[config.mk]
export PLATFORM = sky130hd
export DESIGN_NAME = flash_ctrl_flat
export DESIGN_NICKNAME = d
export VERILOG_FILES = /design/src/rtl/flash_ctrl_if.sv /design/src/rtl/flash_ctrl.sv /design/src/flat_wrapper.sv
export SDC_FILE = /design/constraint.sdc
export NUM_CORES = 1
export LEC_CHECK = 0
export ABC_AREA = 1
export BUFFER_PORTS_ARGS = -buffer_cell sky130_fd_sc_hd__buf_4
export CORE_ASPECT_RATIO = 0.75
export CORE_MARGIN = 3
export CORE_UTILIZATION = 49
export DETAILED_ROUTE_END_ITERATION = 7
export HOLD_SLACK_MARGIN = 0.05
export PLACE_DENSITY = 0.84
export SYNTH_ARGS = -nofsm -noshare
export SYNTH_HDL_FRONTEND = slang
export SYNTH_SLANG_ARGS = --single-unit
export TNS_END_PERCENT = 5
[constraint.sdc]
create_clock -name clk -period 7.3 [get_ports clk]
set_clock_uncertainty 0.05 [all_clocks]
set_input_delay 0.73 -clock clk [delete_from_list [all_inputs] [get_ports clk]]
set_output_delay 0.73 -clock clk [all_outputs]
set_load 0.02 [all_outputs]
[src/rtl/flash_ctrl_if.sv]
// flash_ctrl_if: request/ack bus between a master (bus master / boot loader)
// and flash_ctrl.
//   req, cmd, addr, wdata         master -> controller (held until ack)
//   ack, rdata, err, err_code     controller -> master (valid with ack)
//   ctrl_busy                     controller -> master (not IDLE or startup guard)
interface flash_ctrl_if #(
    parameter int ADDR_W = 12,
    parameter int DATA_W = 32
);
    logic              req;
    logic [1:0]        cmd;
    logic [ADDR_W-1:0] addr;
    logic [DATA_W-1:0] wdata;
    logic              ack;
    logic [DATA_W-1:0] rdata;
    logic              err;
    logic [1:0]        err_code;
    logic              ctrl_busy;

    modport master (
        output req, cmd, addr, wdata,
        input  ack, rdata, err, err_code, ctrl_busy
    );

    modport slave (
        input  req, cmd, addr, wdata,
        output ack, rdata, err, err_code, ctrl_busy
    );
endinterface

[src/rtl/flash_ctrl.sv]
// flash_ctrl: request/ack front end for a 1024x32 flash array.
// Takes one NOP/READ/WRITE/ERASE command at a time, range-checks the address,
// issues a single-cycle flash strobe, waits TURNAROUND cycles, then returns
// status with a one-cycle ack.
// Ports:
//   clk, rst      clock; asynchronous active-high reset
//   bus           flash_ctrl_if.slave (req/cmd/addr/wdata in, ack/rdata/err/err_code/ctrl_busy out)
//   fl_rd_en, fl_wr_en, fl_erase_en   single-cycle flash strobes
//   fl_addr, fl_idata                 registered at accept, stable through DONE
//   fl_odata, fl_busy, fl_error       flash read data, busy, one-cycle error pulse
// Configuration macro: FLASH_CTRL_VERIFY_EN adds a read-back verify after
// each WRITE that completed without a flash error (mismatch -> err_code 11).
module flash_ctrl #(
    parameter int ADDR_W     = 12,
    parameter int DATA_W     = 32,
    parameter int DEPTH      = 1024,
    parameter int TURNAROUND = 1
) (
    input  logic              clk,
    input  logic              rst,
    flash_ctrl_if.slave       bus,
    output logic              fl_rd_en,
    output logic              fl_wr_en,
    output logic              fl_erase_en,
    output logic [ADDR_W-1:0] fl_addr,
    output logic [DATA_W-1:0] fl_idata,
    input  logic [DATA_W-1:0] fl_odata,
    input  logic              fl_busy,
    input  logic              fl_error
);
    localparam logic [1:0] CMD_NOP   = 2'b00;
    localparam logic [1:0] CMD_READ  = 2'b01;
    localparam logic [1:0] CMD_WRITE = 2'b10;
    localparam logic [1:0] CMD_ERASE = 2'b11;

    localparam logic [1:0] ERR_NONE   = 2'b00;
    localparam logic [1:0] ERR_RANGE  = 2'b01;
    localparam logic [1:0] ERR_FLASH  = 2'b10;
    localparam logic [1:0] ERR_VERIFY = 2'b11;

    localparam int              CNT_W     = $clog2(TURNAROUND + 1);
    localparam logic [CNT_W-1:0] WAIT_LOAD = CNT_W'(TURNAROUND - 1);
    localparam logic [ADDR_W:0]  DEPTH_V   = (ADDR_W + 1)'(DEPTH);

    typedef enum logic [2:0] {
        S_IDLE,
        S_ISSUE,
        S_WAIT,
`ifdef FLASH_CTRL_VERIFY_EN
        S_VRD_ISSUE,
        S_VRD_WAIT,
`endif
        S_DONE
    } state_t;

    state_t            state, state_n;
    logic [1:0]        cmd_q;
    logic [1:0]        code_q;
    logic [DATA_W-1:0] rdata_q;
    logic [1:0]        guard;
    logic [CNT_W-1:0]  wait_cnt;

    logic accept, range_err, short_path, wait_last, issuing;

    // Flash has no reset and may still be draining an op, so hold off
    // accepts for two cycles after reset release.
    assign accept     = (state == S_IDLE) && bus.req && !fl_busy && (guard == 2'd0);
    assign range_err  = ((bus.cmd == CMD_READ) || (bus.cmd == CMD_WRITE)) &&
                        ({1'b0, bus.addr} >= DEPTH_V);
    assign short_path = (bus.cmd == CMD_NOP) || range_err;
    assign wait_last  = (wait_cnt == '0);

`ifdef FLASH_CTRL_VERIFY_EN
    assign issuing = (state == S_ISSUE) || (state == S_VRD_ISSUE);
`else
    assign issuing = (state == S_ISSUE);
`endif

    // State register
    always_ff @(posedge clk or posedge rst) begin
        if (rst) state <= S_IDLE;
        else     state <= state_n;
    end

    // Next-state logic
    always_comb begin
        state_n = state;
        case (state)
            S_IDLE:  if (accept) state_n = short_path ? S_DONE : S_ISSUE;
            S_ISSUE: state_n = S_WAIT;
            S_WAIT: begin
                if (wait_last) begin
`ifdef FLASH_CTRL_VERIFY_EN
                    // A write that already failed in flash is not verified.
                    if (cmd_q == CMD_WRITE && code_q == ERR_NONE && !fl_error)
                        state_n = S_VRD_ISSUE;
                    else
`endif
                        state_n = S_DONE;
                end
            end
`ifdef FLASH_CTRL_VERIFY_EN
            S_VRD_ISSUE: state_n = S_VRD_WAIT;
            S_VRD_WAIT:  if (wait_last) state_n = S_DONE;
`endif
            S_DONE:  state_n = S_IDLE;
            default: state_n = S_IDLE;
        endcase
    end

    // Outputs: strobes and ack decode straight from state so that reset
    // drops them in the same instant.
    always_comb begin
        fl_rd_en     = 1'b0;
        fl_wr_en     = 1'b0;
        fl_erase_en  = 1'b0;
        bus.ack      = 1'b0;
        case (state)
            S_ISSUE: begin
                fl_rd_en    = (cmd_q == CMD_READ);
                fl_wr_en    = (cmd_q == CMD_WRITE);
                fl_erase_en = (cmd_q == CMD_ERASE);
            end
`ifdef FLASH_CTRL_VERIFY_EN
            S_VRD_ISSUE: fl_rd_en = 1'b1;
`endif
            S_DONE:  bus.ack = 1'b1;
            default: ;
        endcase
        bus.err       = (state == S_DONE) && (code_q != ERR_NONE);
        bus.err_code  = (state == S_DONE) ? code_q : ERR_NONE;
        bus.rdata     = rdata_q;
        bus.ctrl_busy = (state != S_IDLE) || (guard != 2'd0);
    end

    // Datapath: command latch, status latch, read data, counters
    always_ff @(posedge clk or posedge rst) begin
        if (rst) begin
            cmd_q    <= CMD_NOP;
            code_q   <= ERR_NONE;
            rdata_q  <= '0;
            fl_addr  <= '0;
            fl_idata <= '0;
            guard    <= 2'd2;
            wait_cnt <= '0;
        end else begin
            if (guard != 2'd0) guard <= guard - 2'd1;

            if (accept) begin
                cmd_q    <= bus.cmd;
                fl_addr  <= bus.addr;
                fl_idata <= bus.wdata;
                code_q   <= range_err ? ERR_RANGE : ERR_NONE;
            end

            if (issuing)                wait_cnt <= WAIT_LOAD;
            else if (wait_cnt != '0)    wait_cnt <= wait_cnt - 1'b1;

            if (state == S_WAIT) begin
                // Erase errors are deliberately not reported.
                if (fl_error && cmd_q != CMD_ERASE) code_q <= ERR_FLASH;
                if (wait_last && cmd_q == CMD_READ) rdata_q <= fl_odata;
            end
`ifdef FLASH_CTRL_VERIFY_EN
            if (state == S_VRD_WAIT) begin
                if (fl_error)
                    code_q <= ERR_FLASH;
                else if (wait_last && fl_odata != fl_idata && code_q == ERR_NONE)
                    code_q <= ERR_VERIFY;
            end
`endif
        end
    end
endmodule
[src/flat_wrapper.sv]
// flat-port wrapper written by rule: the top's interface ports become plain ports
module flash_ctrl_flat 
#(
    parameter int ADDR_W     = 12,
    parameter int DATA_W     = 32,
    parameter int DEPTH      = 1024,
    parameter int TURNAROUND = 1
)
  (clk, rst, fl_rd_en, fl_wr_en, fl_erase_en, fl_addr, fl_idata, fl_odata, fl_busy, fl_error, bus_req, bus_cmd, bus_addr, bus_wdata, bus_ack, bus_rdata, bus_err, bus_err_code, bus_ctrl_busy);
  flash_ctrl_if #(.ADDR_W(ADDR_W), .DATA_W(DATA_W)) bus_i ();
  input  logic clk;
  input  logic rst;
  output logic fl_rd_en;
  output logic fl_wr_en;
  output logic fl_erase_en;
  output logic [ADDR_W-1:0] fl_addr;
  output logic [DATA_W-1:0] fl_idata;
  input  logic [DATA_W-1:0] fl_odata;
  input  logic fl_busy;
  input  logic fl_error;
  input wire logic [$bits(bus_i.req)-1:0] bus_req;
  input wire logic [$bits(bus_i.cmd)-1:0] bus_cmd;
  input wire logic [$bits(bus_i.addr)-1:0] bus_addr;
  input wire logic [$bits(bus_i.wdata)-1:0] bus_wdata;
  output wire logic [$bits(bus_i.ack)-1:0] bus_ack;
  output wire logic [$bits(bus_i.rdata)-1:0] bus_rdata;
  output wire logic [$bits(bus_i.err)-1:0] bus_err;
  output wire logic [$bits(bus_i.err_code)-1:0] bus_err_code;
  output wire logic [$bits(bus_i.ctrl_busy)-1:0] bus_ctrl_busy;
  assign bus_i.req = bus_req;
  assign bus_i.cmd = bus_cmd;
  assign bus_i.addr = bus_addr;
  assign bus_i.wdata = bus_wdata;
  assign bus_ack = bus_i.ack;
  assign bus_rdata = bus_i.rdata;
  assign bus_err = bus_i.err;
  assign bus_err_code = bus_i.err_code;
  assign bus_ctrl_busy = bus_i.ctrl_busy;
  flash_ctrl #(.ADDR_W(ADDR_W), .DATA_W(DATA_W), .DEPTH(DEPTH), .TURNAROUND(TURNAROUND)) u_core (.clk(clk), .rst(rst), .bus(bus_i), .fl_rd_en(fl_rd_en), .fl_wr_en(fl_wr_en), .fl_erase_en(fl_erase_en), .fl_addr(fl_addr), .fl_idata(fl_idata), .fl_odata(fl_odata), .fl_busy(fl_busy), .fl_error(fl_error));
endmodule
### Word-level counts from Yosys, hierarchy flattened

Index checks and enable logic that the tools add are counted.

| word-level totals | value |
|---|---|
| memory bits (writable) | 0 |
| bits in latches | 0 |
| memories | 0 |
| output and inout port bits | 84 |
| flip-flop bits (word level) | 86 |
| ROM bits | 0 |

| operators by class | value |
|---|---|
| div/mod/pow operators | 0 |
| shift operators | 0 |
| mux-type cells | 15 |
| reduce and logical (&&, ||, !) cells | 19 |
| multiply operators | 0 |
| $add $sub $neg | 2 |
| eq/ne operators | 11 |
| magnitude comparators | 1 |
| bitwise logic cells | 1 |

Operators with widths:

| operator | number |
|---|---|
| >= comparator 12 x 11 -> 1 bit, second input constant | 1 |
| two-way mux 2 bit | 5 |
| one-hot mux 3 bit (3 select lines) | 1 |
| logical AND 1 bit | 7 |
| two-way mux 1 bit | 7 |
| equality test 2 bit, second input constant | 3 |
| equality test 3 x 2 -> 1 bit, second input constant | 2 |
| two-way mux 3 bit | 2 |
| equality test 2 x 1 -> 1 bit, second input constant | 2 |
| zero test 2 bit | 2 |
| inequality test 2 bit, second input constant | 2 |
| AND reduction 2 bit | 2 |
| nonzero test 2 bit | 2 |
| equality test 3 x 1 -> 1 bit, second input constant | 1 |
| zero test 3 bit | 1 |
| logical OR 1 bit | 3 |
| nonzero test 3 bit | 1 |
| inequality test 2 x 1 -> 1 bit, second input constant | 1 |
| subtractor 2 x 1 -> 2 bit, second input constant | 1 |
| zero test 1 bit | 1 |
| inverter 1 bit | 1 |
| subtractor 1 bit, second input constant | 1 |

### Logic depth before layout (Yosys ltp)

Gate-level depths: netlist of the first run.

| depth | value |
|---|---|
| word-level depth | 7 |
| gate-level depth with buffers | 8 |
| mapped depth without buffers | 8 |

### Least setup slack after synthesis of the first run

OpenSTA, ideal clock, no wires.

| timing path | value |
|---|---|
| kind | reg-to-output |
| from | register u_core.state[1] |
| to | output fl_wr_en |
| path buffers | 0 |
| stages on the path, launching flop included | 5 |
| arrival | 1.115 ns |
| setup slack | 5.405 ns |
| data required time | 6.520 ns |
| path through | dfrtp_1 > inv_1 > ha_1 > inv_1 > nor3_1 |

| between the ends | value |
|---|---|
| longest elaborated chain between the ends | 2 |

RTL lines:

| what | line | RTL |
|---|---|---|
| from (decl) | flash_ctrl.sv:56 | `state_t state, state_n;` |
| from (signal assigned) | flash_ctrl.sv:82 | `else state <= state_n;` |
| equality test 3 x 1 -> 1 bit | flash_ctrl.sv:118 | `case (state)` |
| two-way mux 1 bit | flash_ctrl.sv:118 |  |
| to (decl) | flat_wrapper.sv:14 | `output logic fl_wr_en;` |

Every way passes these cells.

### Worst setup path in the final report of the first run

| timing path | value |
|---|---|
| from | register u_core.state[0] |
| to | register u_core.rdata_q[1] (netlist: u_core.bus.rdata[1]) |

| between the ends | value |
|---|---|
| longest elaborated chain between the ends | 2 |

RTL lines:

| what | line | RTL |
|---|---|---|
| equality test 3 x 2 -> 1 bit | flash_ctrl.sv:159 | `if (state == S_WAIT) begin` |
| AND reduction 2 bit (no line) | -- |  |
| to (signal assigned) | flash_ctrl.sv:162 | `if (wait_last && cmd_q == CMD_READ) rdata_q <= fl_odata;` |
| to (decl) | flash_ctrl.sv:59 | `logic [DATA_W-1:0] rdata_q;` |

Every way passes these cells.
A chain may end at the register's enable or synchronous reset.

==> metrics.md, run 1 <==
| Metric | Value |
|---|---|
| Data required, critical path | roughly 7500 ps |
| Setup ws final | about 5000 ps |
| Crit. End Element | flip-flop |
| Synth warnings | 0 |
| # rows | 25 |
| Achievable clock frequency | 0.441 GHz |
| First-pass GRT wire length | around 14000 um |
| Largest net degree at the start of global routing | between 80 and 90 |
| Setup_tns | 0 ps |
| Fin crit share | between 30% and 40% |
| CP max stage delay | roughly 770 ps |
| Leading area contributor after synthesis | dfrtp_1 |
| Crit path to | u_core.bus.rdata[1]$_DFFE_PP0P_ |
| Clk Tree Root Cell | clkbuf_8 |
| Sink Count | 84 |
| Total of max-cap violations | 0 |
| Pwr Density | ~450 nW/um^2 |
| PostCTS Resize Cnt | 0 |
| Fin crit period | roughly 2300 ps |
| Total gr overflow | 0 |
| Sequence of cells on the critical path | inv_1, ha_1, nand3_2, o21ai_0 |
| Worst VDD drop | approximately 0.25 mV |
| H-Tree Depth | 3 |
| Die Area | around 8000 sq um |
| Post-synthesis sequential area ratio | approximately three fifths |
| # IOs | 167 |
| DRT iter0 DRCs | roughly 140 |
| Vias in the first global route | around 2900 |
| Element type at the critical path start | flip-flop |
| Routed len/inst | around 13 um |
| Via density per instance | around 4.7 |
| CTS tree | built |
| Gr usage total | 21.5% |
| Setup Fix Bufs, Post-CTS | 0 |
| Core area | between 6000 and 7000 sq um |
| Post-Syn Area per Cell | 8.83 sq um |
| GPL Wtd Cong | between 0.7 and 0.8 |
| Worst r2r src | u_core.state[0]$_DFFE_PP0P_ |
| Place WS | roughly 5000 ps |
| Critical path fanouts, max | 64 |
| Fraction of layout cells with a size suffix above 1 | 33.9% |
| Drt first pass iters | 4 |
| Hpwl dp | approximately 6000 um |
| Worst hold path class | flip-flop to flip-flop |
| CP Buf/Inv Count | 1 |
| Vias | 2974 |
| Yosys reg bits | between 80 and 90 |
| Synth area leaders | dfrtp_1 (61%), nand2_1 (20%), o21ai_0 (5.3%) |
| Family with the most delay on the worst path | simple AND/OR/NAND/NOR gates |
| Top-area cell type share of the netlist area | between 60% and 70% |
| Reg2Reg Depth | 4 |
| Port-buffer cells | 166 |
| CP Launch Point | u_core.state[0]$_DFFE_PP0P_ |
| Crit-path slowest cell | nand3_2 |
| Maximum clock insertion buffer count | 2 |
| Initial Util | a little over half |
| Reg clk slew, reported paths | 90 ps |
| Reg-to-reg slack, setup | just over 5000 ps |
| Synth Net Count | 476 |
| Hold Vio Cnt, Final | 0 |
| # nets final | between 600 and 700 |
| Die Wd | 102 um |
| Post-Route Utilization | approximately three quarters |
| Setup-failing EPs final | 0 |
| Worst R2R End | u_core.bus.rdata[1]$_DFFE_PP0P_ |
| Worst skew pair latency | between 300 and 400 ps |
| Final Slew Violations | 0 |
| Routed Wire Length | ~8400 um |
| Layout area overhead | 44.0% |
| Min-delay src | u_core.guard[0]$_DFFE_PP0P_ |
| Antenna cells | 0 |
| Routed Antenna Nets | 0 |
| DRC viols | 0 |
| Leakage | ~2.9 nW |
| FILL cells | about 500 |
| Crit path kind | flip-flop to flip-flop |
| RSZ-0062 raised after global routing | false |
| Worst hold slack | approximately 420 ps |
| Run status | finished, final reports clean |
| Final Power | about 0.0022 W |
| CTS Hold Bufs | 0 |
| CP Depth | 4 |
| Unique masters post-synth | 19 |
| Initial antenna violation count | 0 |
| CTS buffer count | 9 |
| Hold path cells | 1 |
| Measured slew at the worst slew-check pin | about 1000 ps |
| Post-Syn Area | 3410 sq um |
| Slew margin rel. | 31.2% |
| CP arrival | around 2400 ps |
| Die height | about 80 um |
| Synthesized instance count | 386 |
## cell usage after synthesis (all sizes together)
| master | number |
|---|---|
| nand2 | 183 |
| ha | 7 |
| nor3 | 1 |
| dfstp | 1 |
| nand4 | 1 |
| a21oi | 1 |
| o211a | 1 |
| inv | 47 |
| o21ai | 36 |
| xnor2 | 1 |
| nor2 | 6 |
| dfrtp | 83 |
| buf | 9 |
| clkbuf | 7 |
| nand3 | 2 |
## flip-flops by register name, indices dropped and copies added (netlist names)
register	count
u_core.bus.rdata	32
u_core.cmd_q	2
u_core.code_q	2
u_core.fl_addr	12
u_core.fl_idata	32
u_core.guard	2
u_core.state	2
## cell families after synthesis
| logic type | Yosys count | synth area share, % |
|---|---|---|
| flops | 84 | 61.7 |
| simple gates | 193 | 21.9 |
| buf+inv | 63 | 7.82 |
| xor+xnor | 1 | 0.257 |
| fa+ha+maj | 7 | 2.57 |
| compound gates | 38 | 5.73 |
## through the flow
stage          area [sq um]  instances
2_1_floorplan          3410        386
3_3_place_gp           4680        619
3_5_place_dp           4680        619
4_1_cts                4910        635
5_1_grt                4910        635
6_report               4910        635
## cell usage in the layout (no fill, tap or decap)
cell type     n
clkbuf_1      1
nor2_1        5
buf_4       168
nor3_1        1
clkinv_2      1
o21ai_0      36
a21oi_1       1
nor2_4        1
bufinv_16     2
o211a_1       1
inv_1        46
nand2_1     182
clkinv_4      2
nand3_1       1
nand2_2       1
nand4_1       1
clkinvlp_4    1
dfstp_2       1
ha_1          7
nand3_2       1
dfrtp_1      83
clkbuf_8     10
xnor2_1       1
## worst min path at each step
stage / endpoint / slack [ps]
floorplan: u_core.guard[0]$_DFFE_PP0P_ / 390
global placement: u_core.guard[0]$_DFFE_PP0P_ / 400
detailed placement: u_core.fl_idata[14]$_DFFE_PP0P_ / 410
CTS: u_core.guard[0]$_DFFE_PP0P_ / 430
global route: u_core.guard[0]$_DFFE_PP0P_ / 430
finish: u_core.guard[0]$_DFFE_PP0P_ / 420
## power breakdown
group          switching, W  internal (W)  total [W]
Clock              0.000166      0.000203   0.000369
Combinational      0.000585      0.000414   0.000998
Sequential         0.000131      0.000685   0.000817
Total              0.000882       0.00130    0.00218
## cell type report
class / instances / area, sq um / share of cell area [%]
Sequential cell: 84 / 2100 / 42.9
Timing Repair Buffer: 168 / 1260 / 25.7
Multi-Input combinational cell: 239 / 1040 / 21.1
Inverter: 47 / 178 / 3.62
Clock buffer: 11 / 141 / 2.88
Tap cell: 81 / 101 / 2.07
Clock inverter: 5 / 85.1 / 1.73
## layer usage
layer	up-vias	part of all wire, %	GRT usage, %	wire length [um]
met5	-	0	0	0
met4	0	2.6	7.99	216
met3	21	8.6	6.84	720
met2	117	49	36.1	4070
met1	1359	40	25.9	3350
li1	1477	-	-	-
No activity file was read; power rests on OpenSTA's default activity.
==> run 2: changes to the inputs <==
--- a/config.mk
+++ b/config.mk
@@ -5,14 +5,14 @@
 export SDC_FILE = /design/constraint.sdc
 export NUM_CORES = 1
 export LEC_CHECK = 0
-export ABC_AREA = 1
+export ABC_AREA = 0
 export BUFFER_PORTS_ARGS = -buffer_cell sky130_fd_sc_hd__buf_4
 export CORE_ASPECT_RATIO = 0.75
 export CORE_MARGIN = 3
-export CORE_UTILIZATION = 49
+export CORE_UTILIZATION = 45
 export DETAILED_ROUTE_END_ITERATION = 7
 export HOLD_SLACK_MARGIN = 0.05
-export PLACE_DENSITY = 0.84
+export PLACE_DENSITY = 0.79
 export SYNTH_ARGS = -nofsm -noshare
 export SYNTH_HDL_FRONTEND = slang
 export SYNTH_SLANG_ARGS = --single-unit
==> constraint.sdc (replaced) <==
create_clock -name clk -period 2.2 [get_ports clk]
set_clock_uncertainty 0.05 [all_clocks]
set_input_delay 0.22 -clock clk [delete_from_list [all_inputs] [get_ports clk]]
set_output_delay 0.22 -clock clk [all_outputs]
set_load 0.02 [all_outputs]
==> metrics.md, run 2 <==
| Metric | Value |
|---|---|
| Worst hold path class | primary input to flip-flop |
| First-pass GRT wire length | 11800 um (-13%) |
| Routed Antenna Nets | 0 (unchanged) |
| Placed insts | 470 (-24%) |
| RSZ-0062 raised after global routing | false |
| Gr usage total | 17.9% (-3.6 points) |
| Place WS | 477 ps (-4530 ps) |
| DRT iter0 DRCs | 83 (-39%) |
| Min-delay src | fl_odata[7] |
| Number of flops mapped to enable cells by yosys | 0 (unchanged) |
| Most used DFF post-synth | dfrtp_1 |
| Antenna cells | 0 (unchanged) |
| Setup-failing EPs final | 0 (unchanged) |
| Final Power | 0.00755 W (+250%) |
| Fin crit period | 1890 ps |
| Finished Layout Cells | 526 (-17%) |
| Vias | 2442 (-18%) |
| # nets final | 513 (-20%) |
| Crit path kind | flip-flop to output port |
| Hold path cells | 2 (+1) |
| Initial antenna violation count | 0 (unchanged) |
| Post-synthesis sequential area ratio | 63.2% (+1.4 points) |
| Clock Power Share | 15.4% (-1.5 points) |
| # IOs | 167 (unchanged) |
| Leakage | 2.61 nW (-8.5%) |
| Sw power | 0.00275 W (+210%) |
| Synth Net Count | 299 (-37%) |
| Worst skew pair latency | 330 ps (about the same) |
| Internal | 0.00480 W (+270%) |
| Critical path fanouts, max | 5 (-92%) |
| Worst r2r src | u_core.guard[1]$_DFFE_PP1P_ |
| Most numerous cell in the Yosys netlist | dfrtp_1 |
| Synth top cells by count | dfrtp_1 (83), mux2_2 (73), ha_1 (7), inv_1 (7), nand2_1 (5) |
| CP max stage delay | 440 ps (-330 ps) |
| Clk Tree Root Cell | clkbuf_8 |
| Combinational Power Share | 48.3% (+2.6 points) |
| Drt first pass iters | 4 (unchanged) |
| Layout area overhead | 59.7% |
| Die height | 80.5 um (+2.9%) |
| Maximum clock insertion buffer count | 2 (unchanged) |
| CP arrival | 1620 ps (-820 ps) |
| Hold path endpoint | u_core.bus.rdata[7]$_DFFE_PP0P_ |
| GPL Wtd Cong | 0.694 (-9.1%) |
| Synthesized instance count | 209 (-46%) |
| Die Area | 8480 sq um (+6.0%) |
| Post-Syn Area per Cell | 15.9 sq um (+80%) |
| CTS buffer count | 9 (unchanged) |
| Setup ws final | 310 ps (-4720 ps) |
| Most frequent cells in the layout | buf_4 (169), dfrtp_1 (83), mux2_2 (73), dlygate4sd3_1 (40), clkbuf_8 (9) |
| Leading area contributor after synthesis | dfrtp_1 |
| # rows | 26 (+4.0%) |
| Reg-to-reg slack, setup | 460 ps (-4570 ps) |
| Fin crit share | 85.9% |
| Worst VDD drop | 0.796 mV (+220%) |
| Hpwl dp | 5710 um (-5.8%) |
| Largest net degree at the start of global routing | 47 (-45%) |
| Crit. End Element | output port |
| Die Wd | 105 um (+3.0%) |
| Via density per instance | 4.64 (-0.87%) |
| Synth area leaders | dfrtp_1 (62%), mux2_2 (25%), ha_1 (2.6%) |
| Port-buffer cells | 166 (unchanged) |
| Leading cell type in the layout, fill and taps excluded | buf_4 |
| Async set-reset flop share out of synthesis | 100% (unchanged) |
| Reg2Reg Depth | 5 (+1) |
| Total of max-cap violations | 0 (unchanged) |
| Setup_tns | 0 ps (unchanged) |
| Top-area cell type share of the netlist area | 62.4% (+1.4 points) |
| Element type at the critical path start | flip-flop |
| Hold Vio Cnt, Final | 0 (unchanged) |
| Post-Syn Area | 3330 sq um (-2.3%) |
| DRC viols | 0 (unchanged) |
| Routed len/inst | 16.0 um (+22%) |
| Initial Util | 47.6% (-4.8 points) |
| Slew margin rel. | 62.0% (+31 points) |
| Sw Share | 36.4% (-4.0 points) |
| Run status | finished, final reports clean |
| Pwr Density | 1420 nW/um^2 (+220%) |
| Fraction of layout cells with a size suffix above 1 | 61.7% (+28 points) |
| Unique masters post-synth | 26 (+7) |
| Achievable clock frequency | between 0.5 and 0.6 GHz |
| Vias in the first global route | 2400 (-18%) |
| Measured slew at the worst slew-check pin | 570 ps (-462 ps) |
| Data required, critical path | 1930 ps (-5550 ps) |
| Synth warnings | 0 (unchanged) |
| Core area | 6990 sq um (+7.5%) |
| Yosys reg bits | 84 (unchanged) |
| Total gr overflow | 0 (unchanged) |
| Sequence of cells on the critical path | ha_1, and2_1, or2_2, buf_4 |
| Reg clk slew, reported paths | 80 ps (about the same) |
| FILL cells | 457 (-7.9%) |
| H-Tree Depth | 3 (unchanged) |
| Flop pwr share | 36.3% (-1.1 points) |
| Sink Count | 84 (unchanged) |
| Crit-path slowest cell | dfrtp_1 |
| Routed Wire Length | 8420 um (+0.80%) |
| Final Slew Violations | 0 (unchanged) |
| PostCTS Resize Cnt | 0 (unchanged) |
| CTS tree | built |
| Worst R2R End | u_core.fl_idata[5]$_DFFE_PP0P_ |
[run 2: cell count changes after synthesis, moves of 3 or more]
cell / delta
inv_1: -40
mux2_2: +73
mux2_4: +3
nand2_1: -177
clkbuf_1: -7
nor2_1: -3
o21ai_0: -34
[run 2: power by group through the flow]
| stage | logic (W) | clock network, W | registers (W) |
|---|---|---|---|
| 2_1_floorplan | 0.00113 | 0 | 0.00360 |
| 3_3_place_gp | 0.00352 | 0 | 0.00273 |
| 3_5_place_dp | 0.00361 | 0 | 0.00276 |
| 4_1_cts | 0.00362 | 0.00119 | 0.00273 |
| 5_1_grt | 0.00387 | 0.00126 | 0.00284 |
| 6_report | 0.00365 | 0.00116 | 0.00274 |
[run 2: kinds of logic (layout without fill, tap and decap cells)]
group / after synthesis / in the layout / synth area share [%]
fa+ha+maj: 7 / 7 / 2.63
buf+inv: 15 / 234 / 2.52
compound gates: 8 / 8 / 1.65
mux: 78 / 78 / 26.6
simple gates: 16 / 16 / 3.12
xor+xnor: 1 / 1 / 0.263
flops: 84 / 84 / 63.2
[run 2: final cells by class]
| type | count | area (sq um) | area share [%] |
|---|---|---|---|
| Timing Repair Buffer | 211 | 1710 | 32.1 |
| Inverter | 7 | 30.0 | 0.565 |
| Clock inverter | 4 | 73.8 | 1.39 |
| Multi-Input combinational cell | 110 | 1140 | 21.5 |
| Sequential cell | 84 | 2100 | 39.6 |
| Tap cell | 98 | 123 | 2.31 |
| Clock buffer | 12 | 135 | 2.54 |
[run 2: worst max path at each step]
stage / from / endpoint / cells past startpoint
2_1_floorplan: u_core.guard[1]$_DFFE_PP1P_ / u_core.fl_idata[10]$_DFFE_PP0P_ / 5
3_3_place_gp: u_core.guard[1]$_DFFE_PP1P_ / u_core.fl_addr[2]$_DFFE_PP0P_ / 5
3_5_place_dp: u_core.guard[1]$_DFFE_PP1P_ / u_core.fl_idata[20]$_DFFE_PP0P_ / 5
4_1_cts: u_core.state[1]$_DFFE_PP0P_ / bus_err / 4
5_1_grt: u_core.state[1]$_DFFE_PP0P_ / bus_err / 4
6_report: u_core.state[1]$_DFFE_PP0P_ / bus_err / 4
[run 2: worst max-delay path: cells and delay by family (launching register included)]
family                   cells  cell delay, ps
buffers and inverters        1             170
AND/OR/NAND/NOR              2             460
adder cells (fa/ha/maj)      1             220
flip-flops                   1             440
[run 2: layer usage]
metal | GRT usage [%] | wire [um] | part of all wire [%] | vias to the layer above
met2 | 29.4 | 4240 | 50 | 102
li1 | - | - | - | 1151
met1 | 21.7 | 3450 | 41 | 1185
met3 | 7.95 | 692 | 8.2 | 4
met5 | 0 | 0 | 0 | -
met4 | 4.33 | 40 | 0.47 | 0
[run 2: repair_timing]
item                                   in CTS  in global routing
buffers inserted                            0                  0
hold buffers                               10                 30
endpoints found under the hold margin      92                 30
[run 2: per-stage QoR]
stage               cell area [sq um]  utilization, %  hold WS [ps]
finish                           5320            76.0          65.4
global route                     5320            76.0          50.4
CTS                              5020            71.7          50.2
detailed placement               4710            67.3           349
global placement                 4710            67.3           339
floorplan                        3330               -           276
